===== config.mk =====
export PLATFORM = sky130hd
export DESIGN_NAME = memory_io_responder
export DESIGN_NICKNAME = d
export VERILOG_FILES = /design/src/rtl/memory_io_responder.sv
export SDC_FILE = /design/constraint.sdc
export NUM_CORES = 1
export LEC_CHECK = 0
export BUFFER_PORTS_ARGS = -buffer_cell sky130_fd_sc_hd__buf_2
export CAP_MARGIN = 20
export CORE_UTILIZATION = 48
export DETAILED_ROUTE_END_ITERATION = 12
export GPL_TIMING_DRIVEN = 0
export PLACE_DENSITY = 0.9
export SLEW_MARGIN = 20
export SYNTH_ARGS = -nofsm -noshare
export SYNTH_HDL_FRONTEND = slang
export SYNTH_SLANG_ARGS = --single-unit

===== constraint.sdc =====
create_clock -name Clk -period 2.8 [get_ports Clk]
set_input_delay 0.42 -clock Clk [delete_from_list [all_inputs] [get_ports Clk]]
set_output_delay 0.42 -clock Clk [all_outputs]
set_load 0.1 [all_outputs]

===== src/rtl/memory_io_responder.sv =====
// ---------------------------------------------------------------------------
// memory_io_responder
//
// Purpose:
//   Responder end of the CPU datapath memory interface. Accepts MAR/MDR
//   requests (MIO_EN, R_W), runs an async SRAM cycle with WAIT_CYCLES wait
//   states, or services the memory-mapped console registers at xFE00-xFE06.
//   Every completed access returns a one-cycle ready pulse R; reads also
//   update Data_Out, which holds until the next read completes.
//
// Ports:
//   Clk, Reset          system clock (rising edge), async active-high reset
//   MIO_EN, R_W         request strobe (held until R) and direction (1=write)
//   Address, Data_In    access address (MAR) and write data (MDR)
//   Data_Out, R         read data and one-cycle completion pulse
//   SRAM_ADDR           SRAM address, captured at request accept
//   SRAM_DQ_OUT/_IN/_OE SRAM write data, read data, bus drive enable
//   SRAM_CE_N/OE_N/WE_N SRAM control strobes, active-low
//   KB_Data, KB_Valid   keyboard character and its one-cycle strobe
//   DSP_Ready           display sink can accept a character
//   DSP_Data, DSP_Valid display character and its one-cycle strobe
//
// Register map (device space is xFE00-xFFFF):
//   xFE00 KBSR (R)  {kb_ready, 15'b0}
//   xFE02 KBDR (R)  {8'b0, kb_data}; reading clears kb_ready
//   xFE04 DSR  (R)  {DSP_Ready, 15'b0}
//   xFE06 DDR  (W)  DSP_Data <= Data_In[7:0], DSP_Valid pulses
//   Any other device address reads 0 and ignores writes.
// ---------------------------------------------------------------------------
module memory_io_responder #(
    parameter int unsigned WAIT_CYCLES = 2
) (
    input  logic        Clk,
    input  logic        Reset,

    input  logic        MIO_EN,
    input  logic        R_W,
    input  logic [15:0] Address,
    input  logic [15:0] Data_In,
    output logic [15:0] Data_Out,
    output logic        R,

    output logic [15:0] SRAM_ADDR,
    output logic [15:0] SRAM_DQ_OUT,
    input  logic [15:0] SRAM_DQ_IN,
    output logic        SRAM_DQ_OE,
    output logic        SRAM_CE_N,
    output logic        SRAM_OE_N,
    output logic        SRAM_WE_N,

    input  logic [7:0]  KB_Data,
    input  logic        KB_Valid,
    input  logic        DSP_Ready,
    output logic [7:0]  DSP_Data,
    output logic        DSP_Valid
);

    // Counter must hold WAIT_CYCLES; keep at least one bit.
    localparam int unsigned CNT_W =
        (WAIT_CYCLES < 1) ? 1 : $clog2(WAIT_CYCLES + 1);
    localparam logic [CNT_W-1:0] CNT_LOAD = CNT_W'(WAIT_CYCLES);

    localparam logic [15:0] ADDR_KBSR = 16'hFE00;
    localparam logic [15:0] ADDR_KBDR = 16'hFE02;
    localparam logic [15:0] ADDR_DSR  = 16'hFE04;
    localparam logic [15:0] ADDR_DDR  = 16'hFE06;

    typedef enum logic [1:0] {
        IDLE    = 2'd0,
        SRAM_RD = 2'd1,
        SRAM_WR = 2'd2,
        DONE    = 2'd3
    } state_t;

    state_t           state_q,       state_d;
    logic [CNT_W-1:0] cnt_q,         cnt_d;
    logic [15:0]      data_out_q,    data_out_d;
    logic [15:0]      sram_addr_q,   sram_addr_d;
    logic [15:0]      sram_dq_out_q, sram_dq_out_d;
    logic             kb_ready_q,    kb_ready_d;
    logic [7:0]       kb_data_q,     kb_data_d;
    logic [7:0]       dsp_data_q,    dsp_data_d;
    logic             dsp_valid_q,   dsp_valid_d;

    logic             is_dev;
    logic [15:0]      dev_rdata;

    // -----------------------------------------------------------------------
    // Address decode and device read mux
    // -----------------------------------------------------------------------
    always_comb begin
        is_dev    = &Address[15:9];
        dev_rdata = '0;
        case (Address)
            ADDR_KBSR: dev_rdata = {kb_ready_q, 15'b0};
            ADDR_KBDR: dev_rdata = {8'b0, kb_data_q};
            ADDR_DSR:  dev_rdata = {DSP_Ready, 15'b0};
            default:   dev_rdata = '0;
        endcase
    end

    // -----------------------------------------------------------------------
    // State register
    // -----------------------------------------------------------------------
    always_ff @(posedge Clk or posedge Reset) begin
        if (Reset) begin
            state_q       <= IDLE;
            cnt_q         <= '0;
            data_out_q    <= '0;
            sram_addr_q   <= '0;
            sram_dq_out_q <= '0;
            kb_ready_q    <= 1'b0;
            kb_data_q     <= '0;
            dsp_data_q    <= '0;
            dsp_valid_q   <= 1'b0;
        end else begin
            state_q       <= state_d;
            cnt_q         <= cnt_d;
            data_out_q    <= data_out_d;
            sram_addr_q   <= sram_addr_d;
            sram_dq_out_q <= sram_dq_out_d;
            kb_ready_q    <= kb_ready_d;
            kb_data_q     <= kb_data_d;
            dsp_data_q    <= dsp_data_d;
            dsp_valid_q   <= dsp_valid_d;
        end
    end

    // -----------------------------------------------------------------------
    // Next-state logic
    // -----------------------------------------------------------------------
    always_comb begin
        state_d       = state_q;
        cnt_d         = cnt_q;
        data_out_d    = data_out_q;
        sram_addr_d   = sram_addr_q;
        sram_dq_out_d = sram_dq_out_q;
        kb_ready_d    = kb_ready_q;
        kb_data_d     = kb_data_q;
        dsp_data_d    = dsp_data_q;
        dsp_valid_d   = 1'b0;

        case (state_q)
            IDLE: begin
                if (MIO_EN) begin
                    if (is_dev) begin
                        // Device registers complete in a single cycle; the
                        // side effects are applied at the accept edge.
                        state_d = DONE;
                        if (!R_W) begin
                            data_out_d = dev_rdata;
                            if (Address == ADDR_KBDR) begin
                                kb_ready_d = 1'b0;
                            end
                        end else if (Address == ADDR_DDR) begin
                            dsp_data_d  = Data_In[7:0];
                            dsp_valid_d = 1'b1;
                        end
                    end else begin
                        sram_addr_d = Address;
                        cnt_d       = CNT_LOAD;
                        if (R_W) begin
                            state_d       = SRAM_WR;
                            sram_dq_out_d = Data_In;
                        end else begin
                            state_d = SRAM_RD;
                        end
                    end
                end
            end

            SRAM_RD: begin
                if (cnt_q == '0) begin
                    data_out_d = SRAM_DQ_IN;
                    state_d    = DONE;
                end else begin
                    cnt_d = cnt_q - 1'b1;
                end
            end

            SRAM_WR: begin
                if (cnt_q == '0) begin
                    state_d = DONE;
                end else begin
                    cnt_d = cnt_q - 1'b1;
                end
            end

            DONE: begin
                state_d = IDLE;
            end

            default: begin
                state_d = IDLE;
            end
        endcase

        // A new keystroke wins over a same-edge KBDR read clearing the flag;
        // the read itself still returns the previous character.
        if (KB_Valid) begin
            kb_data_d  = KB_Data;
            kb_ready_d = 1'b1;
        end
    end

    // -----------------------------------------------------------------------
    // Outputs: SRAM strobes decode from the state register so that reset
    // deasserts them without waiting for a clock edge.
    // -----------------------------------------------------------------------
    always_comb begin
        R           = (state_q == DONE);
        SRAM_CE_N   = !((state_q == SRAM_RD) || (state_q == SRAM_WR));
        SRAM_OE_N   = !(state_q == SRAM_RD);
        // Final write cycle (counter at zero) is a hold cycle with WE_N high.
        SRAM_WE_N   = !((state_q == SRAM_WR) && (cnt_q != '0));
        SRAM_DQ_OE  = (state_q == SRAM_WR);
        SRAM_ADDR   = sram_addr_q;
        SRAM_DQ_OUT = sram_dq_out_q;
        Data_Out    = data_out_q;
        DSP_Data    = dsp_data_q;
        DSP_Valid   = dsp_valid_q;
    end

endmodule


# == Word level (Yosys, flattened, before mapping) ==
# Index checks and enable logic that the tools add are counted.
# word_totals
register_bits,70
input_bits,62
wordCells,75
output_inout_bits,62
# classes
add_sub_neg,1
n_bitwise,1
n_eq_ne,15
n_reduce_logical,23
mux,26
# op_table
cell,n
"16-bit == test, second input constant",4
16-bit two-way mux,4
16-bit one-hot mux with 3 select lines,1
16-bit one-hot mux with 2 select lines,1
2-bit two-way mux,7
2-bit nonzero test,7
"2-bit inequality test, second input constant",6
1-bit two-way mux,11
11-bit AND reduction,1
5-bit AND reduction,2
4-bit AND reduction,2
7-bit AND reduction,1
2-bit one-hot mux with 3 select lines,1
"2-bit == test, second input constant",2
2-bit logical NOT,2
"2-bit by 1-bit inequality test with 1-bit output, second input constant",2
2-bit one-hot mux with 2 select lines,1
1-bit logical NOT,3
3-bit AND reduction,1
"2-bit by 1-bit == test with 1-bit output, second input constant",1
2-bit AND reduction,1
2-bit OR reduction,1
"2-bit by 1-bit subtractor with 2-bit output, second input constant",1
1-bit logical AND,1
other kinds (2),2

# == Longest topological paths before layout ==
# Gate-level depths: netlist (run 1).
# depth
depth_word,7
mapped_depth,7
ltp_nobuf,6

# == Worst setup path after synthesis (run 1) ==
# Ideal clock, no wire load.
# synth_timing
path_type,reg2out
startpoint,reg state_q[0]
endpoint,out SRAM_WE_N
t_required_ns,2.380
path_stages_with_launch,4
n_path_buf,0
arrival_time_ns,2.089
setup_slack_ns,0.291
path_cell_list,dfrtp_1 inv_1 ha_1 nand2b_1
# synth_between
elab_chain_len,3
# synth_rtl
item,line,text
start: declaration,75,"state_t state_q, state_d;"
start signal: assignment,117,state_q <= state_d;
2-bit == test,n/a,
named net SRAM_DQ_OE,46,"output logic SRAM_DQ_OE,"
1-bit logical AND,215,SRAM_WE_N = !((state_q == SRAM_WR) && (cnt_q != '0));
1-bit logical NOT,215,
end: declaration,49,"output logic SRAM_WE_N,"
# The timed path passes the listed nets, and every way through them passes these cells.

# == Final worst setup path (run 1) ==
# layout_timing
startpoint,reg state_q[0]
endpoint,"reg data_out_q[6], in the netlist Data_Out[6]"
# layout_between
elab_chain_len,3
# layout_rtl
item,line,text
2-bit by 1-bit == test with 1-bit output / 2-bit logical NOT (equally long branches),143,case (state_q)
2-bit inequality test (no source line) / 2-bit nonzero test (equally long branches),n/a,
5-bit AND reduction (no source line),n/a,
end signal: assignment,119,data_out_q <= data_out_d;
end: declaration,77,"logic [15:0] data_out_q, data_out_d;"
# Parallel ways exist; a longest one is shown, timed or not.
# A chain may end at the register's enable or synchronous reset.

==> flow_summary_export.csv, run 1 <==
group,metric,value,unit
status,run_status,"finished, final reports clean",
die,core_area,6060,µm²
timing,timing.final.crit_share,88.3,%
finish,area_growth_syn_to_layout,29.0,%
placed_design,port_buffers,122,
global_routing,grt_start_max_net_pins,40,
worst_setup_path,crit-reg2reg-launch,"state_q[0]$_DFFE_PP0P_",
global_routing,antenna_found_initial,0,
clock_tree,cts_tree,"done",
timing,final.setup.tns,0,ps
timing,finalWorstPathRequiredPeriod,2470,ps
synth,synth.avg_cell_area,13.2,µm²
detailed_routing,dr.first_iter.drc_count,63,
synth,synthFlopType,"sky130_fd_sc_hd__dfrtp_1",
worst_setup_path,regToRegEndpoint,"Data_Out[6]$_DFFE_PP0P_",
timing,finalHoldViolCount,0,
die,effective_utilization_at_floorplan,50.7,%
synth,synth.cell_area,3070,µm²
detailed_routing,routed-via-count,2335,
die,pin_count,124,
placed_design,place.detailed.hpwl,5.28,mm
timing,worst_margin_slew,714,ps
clock_tree,cts-buffers-inserted,9,
clock_tree,cts_hold_buffers,0,
synth,synth_warnings,0,
clock_tree,htree_levels,3,
timing,final-setup-viol-count,0,
placed_design,place_inst,430,
timing,timing.clock.skew,8.41,ps
timing,report.final.slew_viol_count,0,
synth,synthesis.instances,232,
detailed_routing,vias_per_cell,5.24,
worst_setup_path,critical_path.startpoint_type,"flop",
worst_setup_path,setup.worst_path.class,"reg2reg",
die,dieArea,6730,µm²
worst_setup_path,critical_path_required,3010,ps
finish,antenna-diode-count,0,
detailed_routing,post_route_wl,6.98,mm
worst_setup_path,critical_path.max_fanout,10,
timing,fmax,0.404,GHz
finish,seqCellArea,1750,µm²
global_routing,via_count_of_the_first_global_routing_pass,2391,
global_routing,grt_first_pass_wirelength,11.2,mm
worst_setup_path,critical_path_arrival,2680,ps
finish,multiInputGateArea,1220,µm²
clock_tree,clk_pin_slew,80,ps
worst_setup_path,crit_path_end_kind,"flop",
detailed_routing,wl_per_cell,15.7,µm
finish,fin_nets,434,
timing,tightest_slew_margin_relative_to_the_limit,51.9,%
global_routing,globalRouteOverflowTotal,0,
run,cap_viol_max_count,0,
clock_tree,clock_tree.root_cell,"sky130_fd_sc_hd__clkbuf_8",
detailed_routing,antenna_left,0,
die,fp.dieH,82.0,µm
finish,layout-drive-gt1-share,55.0,%
global_routing,grt_usage,22.4,%
synth,synth-seq-cells,70,
worst_setup_path,r2r_slack,330,ps
detailed_routing,drtPass1Iterations,4,
worst_setup_path,ff2ff_path_depth,7,
placed_design,place.gp.congestion,0.807,
clock_tree,worstSkewPairLatency,330,ps
synth,synth-seq-area-share,57.0,%
synth,synth.net_count,299,
clock_tree,max-clock-path-buffers,2,
finish,finalNonFillerCells,446,
synth,synth.lib_cells_used.distinct,34,
min_path,hold_class,"in2async",
finish,num-fill-cells,495,
timing,grt_setup_unrepaired,"false",
detailed_routing,drc,0,
die,total_number_of_placement_rows,28,
synth,async_reset_ff_share,100,%
die,die_w,82.0,µm
synth,synth_edf_count,0,
clock_tree,clock_sink_count,70,
[flip-flops by register name, indices dropped and copies added, names as in the netlist]
signal and cells:
SRAM_DQ_OUT 16, cnt_q 2, SRAM_ADDR 16, DSP_Valid 1, Data_Out 16, kb_data_q 8, state_q 2, kb_ready_q 1
DSP_Data 8
[synth_stat cells, types with 2 or more instances]
master	n	share of area [%]
sky130_fd_sc_hd__a21o_1	7	1.7
sky130_fd_sc_hd__a21oi_1	2	0.33
sky130_fd_sc_hd__a31oi_1	2	0.41
sky130_fd_sc_hd__and4_1	7	2.0
sky130_fd_sc_hd__buf_2	2	0.33
sky130_fd_sc_hd__clkbuf_1	9	1.1
sky130_fd_sc_hd__dfrtp_1	70	57
sky130_fd_sc_hd__ha_1	5	2.0
sky130_fd_sc_hd__inv_1	7	0.86
sky130_fd_sc_hd__inv_2	3	0.37
sky130_fd_sc_hd__mux2_1	4	1.5
sky130_fd_sc_hd__mux2_2	47	17
sky130_fd_sc_hd__mux2_4	8	3.9
sky130_fd_sc_hd__nand2_1	12	1.5
sky130_fd_sc_hd__nand2b_1	3	0.61
sky130_fd_sc_hd__nand3_1	14	2.3
sky130_fd_sc_hd__nor2_1	2	0.24
sky130_fd_sc_hd__o21ai_0	9	1.5
sky130_fd_sc_hd__o41ai_1	2	0.57
sky130_fd_sc_hd__or2_2	2	0.41
sky130_fd_sc_hd__or4_1	2	0.49
[placed cells by master, fill, tap and decap left out, types with 2 or more instances in the layout]
cell type	count
sky130_fd_sc_hd__a21o_1	7
sky130_fd_sc_hd__a21oi_1	2
sky130_fd_sc_hd__a31oi_1	2
sky130_fd_sc_hd__and4_1	7
sky130_fd_sc_hd__buf_2	124
sky130_fd_sc_hd__clkbuf_1	11
sky130_fd_sc_hd__clkbuf_8	9
sky130_fd_sc_hd__clkinv_2	2
sky130_fd_sc_hd__clkinvlp_4	2
sky130_fd_sc_hd__dfrtp_1	70
sky130_fd_sc_hd__ha_1	5
sky130_fd_sc_hd__inv_1	6
sky130_fd_sc_hd__inv_2	3
sky130_fd_sc_hd__mux2_1	4
sky130_fd_sc_hd__mux2_2	47
sky130_fd_sc_hd__mux2_4	8
sky130_fd_sc_hd__nand2_1	12
sky130_fd_sc_hd__nand2b_1	3
sky130_fd_sc_hd__nand3_1	14
sky130_fd_sc_hd__nor2_1	2
sky130_fd_sc_hd__o21ai_0	9
sky130_fd_sc_hd__o41ai_1	2
sky130_fd_sc_hd__or2_2	2
sky130_fd_sc_hd__or4_1	2
[cell families after synthesis]
logic type               after synthesis  synth area share [%]
AND/OR/NAND/NOR                       47                  8.75
multiplexers                          60                  22.9
adder cells (fa/ha/maj)                5                  2.04
buffers and inverters                 23                  3.14
AO/OA/AOI/OAI                         27                  6.15
flip-flops                            70                  57.0
[worst max-delay path: stages, from the launching register on]
cell and delay (ps):
sky130_fd_sc_hd__dfrtp_1 410, sky130_fd_sc_hd__inv_1 100, sky130_fd_sc_hd__ha_1 210, sky130_fd_sc_hd__clkbuf_1 340, sky130_fd_sc_hd__o41ai_2 250, sky130_fd_sc_hd__o211ai_1 210
sky130_fd_sc_hd__clkbuf_1 450, sky130_fd_sc_hd__mux2_1 370
[how the worst max path moves through the flow]
stage | depth (start not counted) | from | end | slack, ps
finish | 7 | state_q[0]$_DFFE_PP0P_ | Data_Out[6]$_DFFE_PP0P_ | 330
CTS | 7 | state_q[1]$_DFFE_PP0P_ | Data_Out[6]$_DFFE_PP0P_ | 90
global route | 7 | state_q[0]$_DFFE_PP0P_ | Data_Out[6]$_DFFE_PP0P_ | 150
floorplan | 3 | state_q[0]$_DFFE_PP0P_ | SRAM_WE_N | 290
detailed placement | 7 | state_q[1]$_DFFE_PP0P_ | Data_Out[6]$_DFFE_PP0P_ | 90
global placement | 2 | Reset | Data_Out[8]$_DFFE_PP0P_ | -160
[per-layer routing]
metal,track usage [%],wire length [µm]
met5,0,0
met4,5.79,46
met3,7.67,455
met1,26.5,2810
met2,38.8,3670
[stage by stage]
| stage | worst slack [ps] | cell area, µm² | utilization [%] | hold WS (ps) |
|---|---|---|---|---|
| floorplan | 291 | 3070 | - | 464 |
| global placement | -164 | 3780 | 62.3 | 457 |
| detailed placement | 94.6 | 3800 | 62.7 | 452 |
| CTS | 86.5 | 3960 | 65.3 | 84.9 |
| global route | 150 | 3960 | 65.4 | 91.4 |
| finish | 328 | 3960 | 65.4 | 79.4 |
[final cells by class]
type | instances | area share [%]
Tap cell | 75 | 2.37
Inverter | 10 | 1.01
Buffer | 13 | 1.48
Timing Repair Buffer | 124 | 16.1
Sequential cell | 70 | 44.2
Clock buffer | 11 | 3.31
Multi-Input combinational cell | 139 | 30.9
Clock inverter | 4 | 0.631
[what timing repair did]
action | in CTS | in global routing
gates resized for setup | 0 | 0
endpoints found under the setup margin | 0 | 3
setup buffers | 0 | 1
Power of run 1 is not shown: default switching activity piles up to over one toggle a cycle in this logic, so the estimate is an artifact.
==> run 2: changes to the inputs <==
--- a/config.mk
+++ b/config.mk
@@ -10,7 +10,7 @@
 export CORE_UTILIZATION = 48
 export DETAILED_ROUTE_END_ITERATION = 12
 export GPL_TIMING_DRIVEN = 0
-export PLACE_DENSITY = 0.9
+export PLACE_DENSITY = 0.83
 export SLEW_MARGIN = 20
 export SYNTH_ARGS = -nofsm -noshare
 export SYNTH_HDL_FRONTEND = slang
==> run 2 against run 1 <==
Register-to-register slack better by 40 ps. Die area unchanged. Core utilization is 1.1 points higher. Sequential share of layout area is 0.71 points lower. Final cell count is 0.22% higher. Flip-flop and latch count did not move. Maximum frequency up 1.6%. Highest routed layer unchanged.
==> flow_summary_export.csv, run 2 (synthesis gave the netlist of run 1 again) <==
group,metric,value,unit
status,run_status,"finished, final reports clean",
clock_tree,cts_repair_resize_count,0,
worst_setup_path,critical_path.startpoint_type,"flop",
finish,layout-drive-gt1-share,55.6,%
worst_setup_path,crit_path_end_kind,"flop",
finish,antenna-diode-count,0,
timing,tightest_slew_margin_relative_to_the_limit,49.8,%
finish,multiInputGateArea,1220,µm²
worst_setup_path,ff2ff_path_depth,7,
detailed_routing,wl_per_cell,15.8,µm
detailed_routing,antenna_left,0,
placed_design,port_buffers,122,
placed_design,place.detailed.hpwl,5.33,mm
timing,grt_setup_unrepaired,"false",
placed_design,place.gp.congestion,0.785,
die,core_area,6060,µm²
global_routing,via_count_of_the_first_global_routing_pass,2413,
clock_tree,cts_tree,"done",
detailed_routing,drc,0,
finish,num-fill-cells,478,
detailed_routing,dr.first_iter.drc_count,68,
timing,finalWorstPathRequiredPeriod,2430,ps
timing,timing.clock.skew,7.16,ps
global_routing,grt_usage,22.4,%
timing,finalHoldViolCount,0,
finish,fin_nets,434,
finish,final_cell_mix,"sky130_fd_sc_hd__buf_2, sky130_fd_sc_hd__dfrtp_1, sky130_fd_sc_hd__mux2_2",
global_routing,grt_start_max_net_pins,44,
die,fp.dieH,82.0,µm
global_routing,globalRouteOverflowTotal,0,
timing,worst_margin_slew,744,ps
clock_tree,htree_levels,3,
worst_setup_path,critical_path_required,3010,ps
min_path,hold_class,"in2async",
die,dieArea,6730,µm²
clock_tree,cts.repair_timing.setup_buffer_count,0,
detailed_routing,routed-via-count,2325,
detailed_routing,vias_per_cell,5.20,
die,total_number_of_placement_rows,28,
clock_tree,cts-buffers-inserted,9,
clock_tree,clock_tree.root_cell,"sky130_fd_sc_hd__clkbuf_8",
finish,area_growth_syn_to_layout,31.1,%
die,effective_utilization_at_floorplan,50.7,%
timing,minimum_setup_slack_in_the_final_design,368,ps
worst_setup_path,critical_path.max_fanout,10,
clock_tree,clk_pin_slew,80,ps
die,pin_count,124,
detailed_routing,drtPass1Iterations,4,
worst_setup_path,setup.worst_path.class,"reg2reg",
global_routing,grt_first_pass_wirelength,11.3,mm
run,cap_viol_max_count,0,
timing,final-setup-viol-count,0,
detailed_routing,post_route_wl,7.06,mm
finish,layout.cells.most_common,"sky130_fd_sc_hd__buf_2",
finish,seqCellArea,1750,µm²
placed_design,pre_cts_slack,24.3,ps
clock_tree,cts_hold_buffers,0,
clock_tree,max-clock-path-buffers,2,
timing,report.final.slew_viol_count,0,
clock_tree,clock_sink_count,70,
timing,fmax,0.411,GHz
worst_setup_path,critical_path_arrival,2650,ps
die,die_w,82.0,µm
timing,timing.final.crit_share,86.9,%
clock_tree,worstSkewPairLatency,340,ps
global_routing,antenna_found_initial,0,
run 2: changes by cell type in the layout (fill, tap and decap cells not counted):
cell                        change
sky130_fd_sc_hd__clkbuf_1       -2
sky130_fd_sc_hd__clkinv_4       +1
sky130_fd_sc_hd__inv_6          +1
sky130_fd_sc_hd__clkinv_2       -1
sky130_fd_sc_hd__bufinv_16      +2
run 2: path summary, 6_finish.rpt:
path,start,to,slack [ps]
hold reg to reg,Data_Out[13]$_DFFE_PP0P_,Data_Out[13]$_DFFE_PP0P_,470
max in group asynchronous,Reset,SRAM_DQ_OUT[8]$_DFFE_PP0P_,2190
min in group Clk,Data_In[10],SRAM_DQ_OUT[10]$_DFFE_PP0P_,310
setup reg to reg,state_q[1]$_DFFE_PP0P_,Data_Out[6]$_DFFE_PP0P_,370
hold / removal,Reset,SRAM_DQ_OUT[6]$_DFFE_PP0P_,70
setup / recovery,state_q[1]$_DFFE_PP0P_,Data_Out[6]$_DFFE_PP0P_,370
run 2: worst max-delay path, cell delays in order, from the launching register on:
cell and delay (ps):
sky130_fd_sc_hd__dfrtp_1 420, sky130_fd_sc_hd__inv_1 90, sky130_fd_sc_hd__ha_1 200, sky130_fd_sc_hd__clkbuf_1 360
sky130_fd_sc_hd__o41ai_2 260, sky130_fd_sc_hd__o211ai_1 180, sky130_fd_sc_hd__clkbuf_1 420, sky130_fd_sc_hd__mux2_1 380
run 2: final cells by class:
class,instances,share of cell area (%)
well taps,75,2.33
flip-flops and latches,70,43.5
clock inverters,7,2.42
clock buffers,9,3.07
plain buffers,13,1.46
multi-input cells,139,30.4
repair buffers,124,15.8
inverters,10,0.994
run 2: layer usage:
layer / vias to the layer above / wire length [µm] / GRT usage [%]
met3: 13 / 566 / 7.33
met4: 0 / 141 / 10.5
li1: 1096 / - / -
met2: 87 / 3370 / 36.4
met5: - / 0 / 0
met1: 1129 / 2980 / 26.8
run 2: per-stage QoR:
stage | utilization (%) | cells | hold slack, ps | TNS (ps) | cell area (µm²)
2_1_floorplan | - | 232 | 464 | 0 | 3070
3_3_place_gp | 62.3 | 429 | 453 | -13650 | 3780
3_5_place_dp | 62.7 | 430 | 441 | 0 | 3800
4_1_cts | 66.4 | 446 | 75.7 | 0 | 4020
5_1_grt | 66.5 | 447 | 90.9 | 0 | 4030
6_report | 66.5 | 447 | 71.9 | 0 | 4030
Power of run 2 is left out for the same reason.
